### src/rtl/uart_rx_drain_pkg.sv
`default_nettype none
// +----------------------------------------------------------------------------+
// | Package     : uart_drain_pkg                                               |
// | Description : Shared definitions for the UART receive drain: register      |
// |               addresses of the UART component, the status bit that flags   |
// |               an arrived byte, and the drain FSM state encoding.           |
// | Revision    : 1.0  initial release                                         |
// +----------------------------------------------------------------------------+
package uart_drain_pkg;

   localparam logic [2:0] CTRL_ADDR        = 3'b000;
   localparam logic [2:0] RXBUF_ADDR       = 3'b001;
   localparam int         BYTE_ARRIVED_BIT = 2;

   typedef enum logic [2:0] {
      IDLE     = 3'd0,
      POLL_SEL = 3'd1,
      POLL_STB = 3'd2,
      POLL_CHK = 3'd3,
      READ_SEL = 3'd4,
      READ_STB = 3'd5,
      READ_CAP = 3'd6,
      GAP      = 3'd7
   } drain_state_t;

endpackage
`default_nettype wire

### src/rtl/uart_rx_drain_if.sv
`default_nettype none
// +----------------------------------------------------------------------------+
// | Interface   : uart_rx_drain_if                                             |
// | Description : Register-access bus of the UART component.                   |
// |   uart_cs        chip select, active low          (master -> slave)        |
// |   uart_rd_strobe one-cycle read strobe            (master -> slave)        |
// |   uart_wr        write enable, active low         (master -> slave)        |
// |   uart_addr      register address                 (master -> slave)        |
// |   uart_rd_busy   read busy, active high           (slave  -> master)       |
// |   uart_out_data  read data                        (slave  -> master)       |
// | Revision    : 1.0  initial release                                         |
// +----------------------------------------------------------------------------+
interface uart_rx_drain_if;

   logic       uart_cs;
   logic       uart_rd_strobe;
   logic       uart_wr;
   logic [2:0] uart_addr;
   logic       uart_rd_busy;
   logic [7:0] uart_out_data;

   modport master (
      output uart_cs, uart_rd_strobe, uart_wr, uart_addr,
      input  uart_rd_busy, uart_out_data
   );

   modport slave (
      input  uart_cs, uart_rd_strobe, uart_wr, uart_addr,
      output uart_rd_busy, uart_out_data
   );

endinterface
`default_nettype wire

### src/rtl/uart_rx_drain_fifo.sv
`default_nettype none
// +----------------------------------------------------------------------------+
// | Module      : sync_fifo                                                    |
// | Description : Single-clock first-word-fall-through FIFO.                   |
// |   clock       system clock                                                 |
// |   reset       synchronous reset, active low; flushes the FIFO              |
// |   push        write push_data (ignored when full)                          |
// |   push_data   data to write                                                |
// |   pop         remove head entry (ignored when empty)                       |
// |   head_data   current head entry, valid while head_valid is high           |
// |   head_valid  FIFO not empty                                               |
// |   count       occupancy, 0..DEPTH                                          |
// |   full        occupancy equals DEPTH                                       |
// | Revision    : 1.0  initial release                                         |
// +----------------------------------------------------------------------------+
module sync_fifo #(
   parameter int WIDTH = 8,
   parameter int DEPTH = 8
) (
   input  wire logic                     clock,
   input  wire logic                     reset,
   input  wire logic                     push,
   input  wire logic [WIDTH-1:0]         push_data,
   input  wire logic                     pop,
   output logic      [WIDTH-1:0]         head_data,
   output logic                          head_valid,
   output logic      [$clog2(DEPTH):0]   count,
   output logic                          full
);

   localparam int             AW       = $clog2(DEPTH);
   localparam logic [AW:0]    FULL_CNT = (AW + 1)'(DEPTH);

   logic [WIDTH-1:0] r_mem [DEPTH];
   logic [AW-1:0]    r_wr_ptr;
   logic [AW-1:0]    r_rd_ptr;
   logic [AW:0]      r_count;
   logic             w_push;
   logic             w_pop;

   assign w_push = push && (r_count != FULL_CNT);
   assign w_pop  = pop  && (r_count != '0);

   // Storage needs no reset: entries are only visible through r_count.
   always_ff @(posedge clock) begin
      if (w_push) begin
         r_mem[r_wr_ptr] <= push_data;
      end
   end

   // Pointers are exactly AW bits wide so they wrap modulo DEPTH.
   always_ff @(posedge clock) begin
      if (!reset) begin
         r_wr_ptr <= '0;
         r_rd_ptr <= '0;
         r_count  <= '0;
      end else begin
         if (w_push) begin
            r_wr_ptr <= r_wr_ptr + 1'b1;
         end
         if (w_pop) begin
            r_rd_ptr <= r_rd_ptr + 1'b1;
         end
         case ({w_push, w_pop})
            2'b10:   r_count <= r_count + 1'b1;
            2'b01:   r_count <= r_count - 1'b1;
            default: r_count <= r_count;
         endcase
      end
   end

   assign head_data  = r_mem[r_rd_ptr];
   assign head_valid = (r_count != '0);
   assign count      = r_count;
   assign full       = (r_count == FULL_CNT);

endmodule
`default_nettype wire

### src/rtl/uart_rx_drain.sv
`default_nettype none
// +----------------------------------------------------------------------------+
// | Module      : uart_rx_drain                                                |
// | Description : Polls the UART component control register; whenever the     |
// |               byte-arrived flag is set and there is room, reads the rx     |
// |               buffer and pushes the byte into an output FWFT FIFO.         |
// |   clock       system clock, rising edge                                    |
// |   reset       synchronous reset, active low                                |
// |   enable      allow polling; low parks in IDLE after the current access    |
// |   uart        UART component register bus (master side)                    |
// |   byte_valid  FIFO head valid                                              |
// |   byte_data   FIFO head byte                                               |
// |   byte_ready  consumer accept; pops when byte_valid is high                |
// |   fifo_count  FIFO occupancy                                               |
// |   fifo_full   FIFO occupancy equals FIFO_DEPTH                             |
// | Revision    : 1.0  initial release                                         |
// +----------------------------------------------------------------------------+
module uart_rx_drain
   import uart_drain_pkg::*;
#(
   parameter int FIFO_DEPTH = 8,
   parameter int POLL_GAP   = 4
) (
   input  wire logic                          clock,
   input  wire logic                          reset,
   input  wire logic                          enable,
   uart_rx_drain_if.master                    uart,
   output logic                               byte_valid,
   output logic      [7:0]                    byte_data,
   input  wire logic                          byte_ready,
   output logic      [$clog2(FIFO_DEPTH):0]   fifo_count,
   output logic                               fifo_full
);

   localparam logic [7:0] GAP_LAST = 8'(POLL_GAP - 1);

   drain_state_t r_state;
   logic         r_cs;
   logic         r_strobe;
   logic [2:0]   r_addr;
   logic [7:0]   r_gap_cnt;
   logic         w_push;

   // Capture happens in the first non-busy cycle of READ_CAP; the FIFO
   // registers the byte on the same edge that moves the FSM to GAP.
   assign w_push = (r_state == READ_CAP) && !uart.uart_rd_busy;

   // Bus outputs are registered from the next state so that they are
   // aligned with the state they belong to.
   always_ff @(posedge clock) begin
      drain_state_t next_state;
      if (!reset) begin
         r_state   <= IDLE;
         r_cs      <= 1'b1;
         r_strobe  <= 1'b0;
         r_addr    <= CTRL_ADDR;
         r_gap_cnt <= '0;
      end else begin
         next_state = r_state;
         r_gap_cnt <= '0;
         case (r_state)
            IDLE: begin
               if (enable && !fifo_full) begin
                  next_state = POLL_SEL;
               end
            end
            POLL_SEL: next_state = POLL_STB;
            POLL_STB: next_state = POLL_CHK;
            POLL_CHK: begin
               // A read is only started when the FIFO can take the byte,
               // so the push in READ_CAP can never be lost.
               if (!uart.uart_rd_busy) begin
                  if (uart.uart_out_data[BYTE_ARRIVED_BIT] && !fifo_full) begin
                     next_state = READ_SEL;
                  end else begin
                     next_state = GAP;
                  end
               end
            end
            READ_SEL: next_state = READ_STB;
            READ_STB: next_state = READ_CAP;
            READ_CAP: begin
               if (!uart.uart_rd_busy) begin
                  next_state = GAP;
               end
            end
            GAP: begin
               if (r_gap_cnt == GAP_LAST) begin
                  next_state = (enable && !fifo_full) ? POLL_SEL : IDLE;
               end else begin
                  r_gap_cnt <= r_gap_cnt + 8'd1;
               end
            end
            default: next_state = IDLE;
         endcase

         r_state  <= next_state;
         r_cs     <= (next_state == IDLE) || (next_state == GAP);
         r_strobe <= (next_state == POLL_STB) || (next_state == READ_STB);
         r_addr   <= ((next_state == READ_SEL) || (next_state == READ_STB) ||
                      (next_state == READ_CAP)) ? RXBUF_ADDR : CTRL_ADDR;
      end
   end

   assign uart.uart_cs        = r_cs;
   assign uart.uart_rd_strobe = r_strobe;
   assign uart.uart_wr        = 1'b1;
   assign uart.uart_addr      = r_addr;

   sync_fifo #(
      .WIDTH (8),
      .DEPTH (FIFO_DEPTH)
   ) u_fifo (
      .clock      (clock),
      .reset      (reset),
      .push       (w_push),
      .push_data  (uart.uart_out_data),
      .pop        (byte_ready),
      .head_data  (byte_data),
      .head_valid (byte_valid),
      .count      (fifo_count),
      .full       (fifo_full)
   );

endmodule
`default_nettype wire

### src/flat_wrapper.sv
// flat-port wrapper written by rule: the top's interface ports become plain ports
module uart_rx_drain_flat import uart_drain_pkg::*;
#(
   parameter int FIFO_DEPTH = 8,
   parameter int POLL_GAP   = 4
)
  (clock, reset, enable, byte_valid, byte_data, byte_ready, fifo_count, fifo_full, uart_uart_cs, uart_uart_rd_strobe, uart_uart_wr, uart_uart_addr, uart_uart_rd_busy, uart_uart_out_data);
  uart_rx_drain_if uart_i ();
  input  wire logic clock;
  input  wire logic reset;
  input  wire logic enable;
  output logic byte_valid;
  output logic      [7:0] byte_data;
  input  wire logic byte_ready;
  output logic      [$clog2(FIFO_DEPTH):0] fifo_count;
  output logic fifo_full;
  output wire logic [$bits(uart_i.uart_cs)-1:0] uart_uart_cs;
  output wire logic [$bits(uart_i.uart_rd_strobe)-1:0] uart_uart_rd_strobe;
  output wire logic [$bits(uart_i.uart_wr)-1:0] uart_uart_wr;
  output wire logic [$bits(uart_i.uart_addr)-1:0] uart_uart_addr;
  input wire logic [$bits(uart_i.uart_rd_busy)-1:0] uart_uart_rd_busy;
  input wire logic [$bits(uart_i.uart_out_data)-1:0] uart_uart_out_data;
  assign uart_uart_cs = uart_i.uart_cs;
  assign uart_uart_rd_strobe = uart_i.uart_rd_strobe;
  assign uart_uart_wr = uart_i.uart_wr;
  assign uart_uart_addr = uart_i.uart_addr;
  assign uart_i.uart_rd_busy = uart_uart_rd_busy;
  assign uart_i.uart_out_data = uart_uart_out_data;
  uart_rx_drain #(.FIFO_DEPTH(FIFO_DEPTH), .POLL_GAP(POLL_GAP)) u_core (.clock(clock), .reset(reset), .enable(enable), .uart(uart_i), .byte_valid(byte_valid), .byte_data(byte_data), .byte_ready(byte_ready), .fifo_count(fifo_count), .fifo_full(fifo_full));
endmodule
### config.mk
export PLATFORM = sky130hd
export DESIGN_NAME = uart_rx_drain_flat
export DESIGN_NICKNAME = d
export VERILOG_FILES = /design/src/rtl/uart_rx_drain_pkg.sv /design/src/rtl/uart_rx_drain_if.sv /design/src/rtl/uart_rx_drain_fifo.sv /design/src/rtl/uart_rx_drain.sv /design/src/flat_wrapper.sv
export SDC_FILE = /design/constraint.sdc
export NUM_CORES = 1
export LEC_CHECK = 0
export ABC_AREA = 1
export BUFFER_PORTS_ARGS = -buffer_cell sky130_fd_sc_hd__buf_2
export CAP_MARGIN = 25
export CORE_MARGIN = 5
export CORE_UTILIZATION = 50
export DETAILED_ROUTE_END_ITERATION = 12
export GPL_TIMING_DRIVEN = 0
export PLACE_DENSITY = 0.72
export SETUP_SLACK_MARGIN = 0.02
export SYNTH_ARGS = -nofsm -noshare
export SYNTH_HDL_FRONTEND = slang
export SYNTH_SLANG_ARGS = --single-unit
### constraint.sdc
create_clock -name clock -period 3.65 [get_ports clock]
set_input_delay 0 -clock clock [delete_from_list [all_inputs] [get_ports clock]]
set_output_delay 0 -clock clock [all_outputs]
set_load 0.05 [all_outputs]
==> flow_summary.ini <==
[die]
coreArea_mm2 = 0.00765
ios = 33
dieArea_mm2 = 0.00963
die_y_um = 98.1
initial_utilization = 0.508
rows = 32
die_x_um = 98.1

[timing]
period_share = 0.591
fin_tns_setup_ps = 0
relSlewSlack = 0.332
finClkSkew_ps = 7.66
rsz0062_at_grt = no
fmax_mhz = 464
tightest_slew_ps = 999
hold_ws_ps = 17.7
finalHoldViolCount = 0
finalMaxSlewViolations = 0
period_needed_ps = 2160
setup_viol = 0

[flow_run]
maxCapViolations = 0

[clock_network]
clk_pin_slew_ps = 80
cts.htree.levels = 3
cts_tree = yes
cts-root-buf = clkbuf_8
clock_latency_ps = 360
cts_resized = 0
clockBufferDepth = 2
numCtsBuffers = 9
cts.sinks = 91

[synthesis]
ys_types = 29
syn_inst = 381
synth_edf_count = 64
synth_seq_cells = 91
syn_area_per_cell_um2 = 10.2
ys_seq_area_frac = 0.634
synth_top_area_cell = edfxtp_1
syn_area_mm2 = 0.00388
synthTopCellsByArea = edfxtp_1 49%, dfxtp_1 14%, nor2_1 7.8%, nand2_1 5.7%, o32ai_1 3.6%
yosysWarnings = 0
ys_async_sr_fraction = 0
synth_top_flop_cell = edfxtp_1
synth_top_area_frac = 0.495

[place]
port_buffers = 29
placedCellCount = 514
place_congestion = 0.790
dp_hpwl_um = 5410

[worst_setup_path]
cpMostUsedCell = nand2_1
path_cells = nor2_1, nand2_1, nand2_2, ha_1, ha_1, a21oi_1, nand2_1, a21oi_1, o21ai_0, nand2_1, nand2_1, nor2_1
cp-end-kind = register
slowest_delay_ps = 410
cp-start-kind = register
cp_num_cells = 12
cp_top_family = simple AND/OR/NAND/NOR gates
r2r_cells = 12
r2r-start = u_core.u_fifo.count[1]$_SDFFE_PN0P_
setup.worst_path.class = register to register
regToRegSetupSlack_ps = 1490
worstPathRequired_ps = 3950
path_buf_inv = 0
crit_arrival_ps = 2460
cp_slowest_cell = dfxtp_1
worstReg2RegEnd = u_core.u_fifo.count[3]$_SDFFE_PN0P_
worst-path-max-fanout = 6

[cells_and_area]
n_antenna_cell = 0
syn_to_final_growth_pct = 14.9
nets = 452
layout.cells.non_filler = 539
final_layout_size_suffix_gt1_frac = 0.165

[pwr]
ir_drop_mv = 0.233
power_density_mw_per_mm2 = 589
leakagePower_nw = 1.72

[route]
vias_per_cell = 5.28
first_iter_violations = 144
drt-total-wl_um = 8370
drcViolationCount = 0
vias = 2844
dr.pass1.iters = 7
final_antenna_net_count = 0
wire_per_inst_um = 15.5

[global_routing]
grt_remaining_overflow = 0
antenna_found_initial = 0
grt_use_total = 0.180
grt_max_degree = 15
grt_pass1_wl_um = 13400
grt_pass1_vias = 2814

[hold_path]
hold_path_end = u_core.u_fifo.r_rd_ptr[0]$_SDFFE_PN0P_
hold_depth = 4
hold_class = input pin to register
worstHoldStart = byte_ready

[status]
status = finished clean
==> layout make-up <==
| type | count | area, µm² |
|---|---|---|
| well taps | 102 | 128 |
| multi-input cells | 242 | 1230 |
| clock inverters | 6 | 80.1 |
| repair buffers | 39 | 240 |
| flip-flops and latches | 91 | 2460 |
| plain buffers | 14 | 68.8 |
| clock buffers | 10 | 128 |
| fillers | 670 | 3180 |
| inverters | 35 | 131 |
==> layout by cell type (no fill, tap or decap) <==
cell type and n:
nor3b_2 2, clkinv_1 2, nand3_1 16, o21ai_2 1, dfxtp_1 27, xnor2_1 1, fa_1 1, nor4_2 1
clkinv_2 1, buf_2 34, clkbuf_1 8, nor2_1 81, o21ai_0 22, buf_4 3, dlygate4sd3_1 9, o21ai_1 3
xor2_1 2, nand2_1 59, inv_2 9, nor3_1 2, nand2_4 1, nand4_1 2, o32ai_1 16, edfxtp_1 64
ha_1 6, clkinvlp_4 1, clkbuf_8 9, nor3_2 2, inv_1 26, a21oi_1 15, nand2_2 2, nor2_4 2
nor2_2 2, bufinv_16 2, conb_1 3
==> sequential cells by signal, indices dropped and copies added, names as in the netlist, named ones only <==
name                        count
u_core.r_state                  3
u_core.uart.uart_addr           1
u_core.u_fifo.r_mem            64
u_core.u_fifo.count             4
u_core.u_fifo.r_rd_ptr          3
u_core.u_fifo.r_wr_ptr          3
u_core.uart.uart_rd_strobe      1
u_core.uart.uart_cs             1
u_core.r_gap_cnt                8
==> stage by stage <==
| stage | setup slack [ps] | area (µm²) | utilization | total power [mW] |
|---|---|---|---|---|
| after floorplan | 1040 | 3890 | - | 1.74 |
| after global placement | 1250 | 4160 | 0.544 | 1.91 |
| after detailed placement | 1490 | 4170 | 0.545 | 1.92 |
| after CTS | 1480 | 4460 | 0.584 | 2.63 |
| after global routing | 1210 | 4460 | 0.584 | 2.75 |
| final | 1490 | 4460 | 0.584 | 2.63 |
==> how the worst max path moves through the flow <==
stage                                             start                                  end  slack (ps)
floorplan           u_core.u_fifo.count[1]$_SDFFE_PN0P_  u_core.u_fifo.count[3]$_SDFFE_PN0P_        1040
global placement    u_core.u_fifo.count[1]$_SDFFE_PN0P_  u_core.u_fifo.r_mem[2][1]$_DFFE_PP_        1250
detailed placement  u_core.u_fifo.count[1]$_SDFFE_PN0P_  u_core.u_fifo.r_mem[5][6]$_DFFE_PP_        1490
CTS                 u_core.u_fifo.count[1]$_SDFFE_PN0P_  u_core.u_fifo.r_mem[5][6]$_DFFE_PP_        1480
global route        u_core.u_fifo.count[1]$_SDFFE_PN0P_  u_core.u_fifo.count[3]$_SDFFE_PN0P_        1210
finish              u_core.u_fifo.count[1]$_SDFFE_PN0P_  u_core.u_fifo.count[3]$_SDFFE_PN0P_        1490
==> layer usage <==
layer | wire length (µm) | global-route usage | vias to the layer above | share of wire
li1 | - | - | 1392 | -
met5 | 0 | 0 | - | 0
met2 | 4270 | 0.309 | 86 | 0.51
met3 | 510 | 0.0407 | 26 | 0.061
met1 | 3320 | 0.215 | 1340 | 0.40
met4 | 270 | 0.0861 | 0 | 0.032
==> repair_timing <==
item,in CTS,in global routing
setup buffers,0,0
endpoints found under the hold margin,70,0
hold buffers,9,0
==> worst register-to-register path: stages (launching register included) <==
cell	delay [ps]
dfxtp_1	410
nor2_1	80
nand2_1	190
nand2_2	140
ha_1	280
ha_1	340
a21oi_1	150
nand2_1	80
a21oi_1	110
o21ai_0	110
nand2_1	70
nand2_1	40
nor2_1	90
==> where the power goes <==
group	switching (mW)	internal, mW	total [mW]
combinational	0.530	0.202	0.732
clock	0.337	0.380	0.717
sequential	0.0407	1.14	1.18
==> synthesized netlist by cell type (2+ instances only) <==
cell type	n
inv_2	9
o21ai_0	22
nor3b_2	2
nand2_1	59
nor2_2	2
xor2_1	2
nand4_1	2
dfxtp_1	27
nor3_2	2
nand2_2	2
inv_1	26
nor2_1	81
buf_2	4
conb_1	2
nor3_1	2
o21ai_1	3
nor2_4	2
nand3_1	16
ha_1	6
edfxtp_1	64
buf_4	3
a21oi_1	15
clkbuf_1	7
o32ai_1	16
==> kinds of logic (layout without fill, tap and decap cells) <==
group	Yosys count	after routing	synth area share
XOR/XNOR	3	3	0.00676
AND/OR/NAND/NOR	172	172	0.192
buffers and inverters	49	104	0.0515
other	2	3	0.00193
flip-flops	91	91	0.634
adder cells (fa/ha/maj)	7	7	0.0245
AO/OA/AOI/OAI	57	57	0.0899
Note: power is estimated with default switching activity, not from simulation.
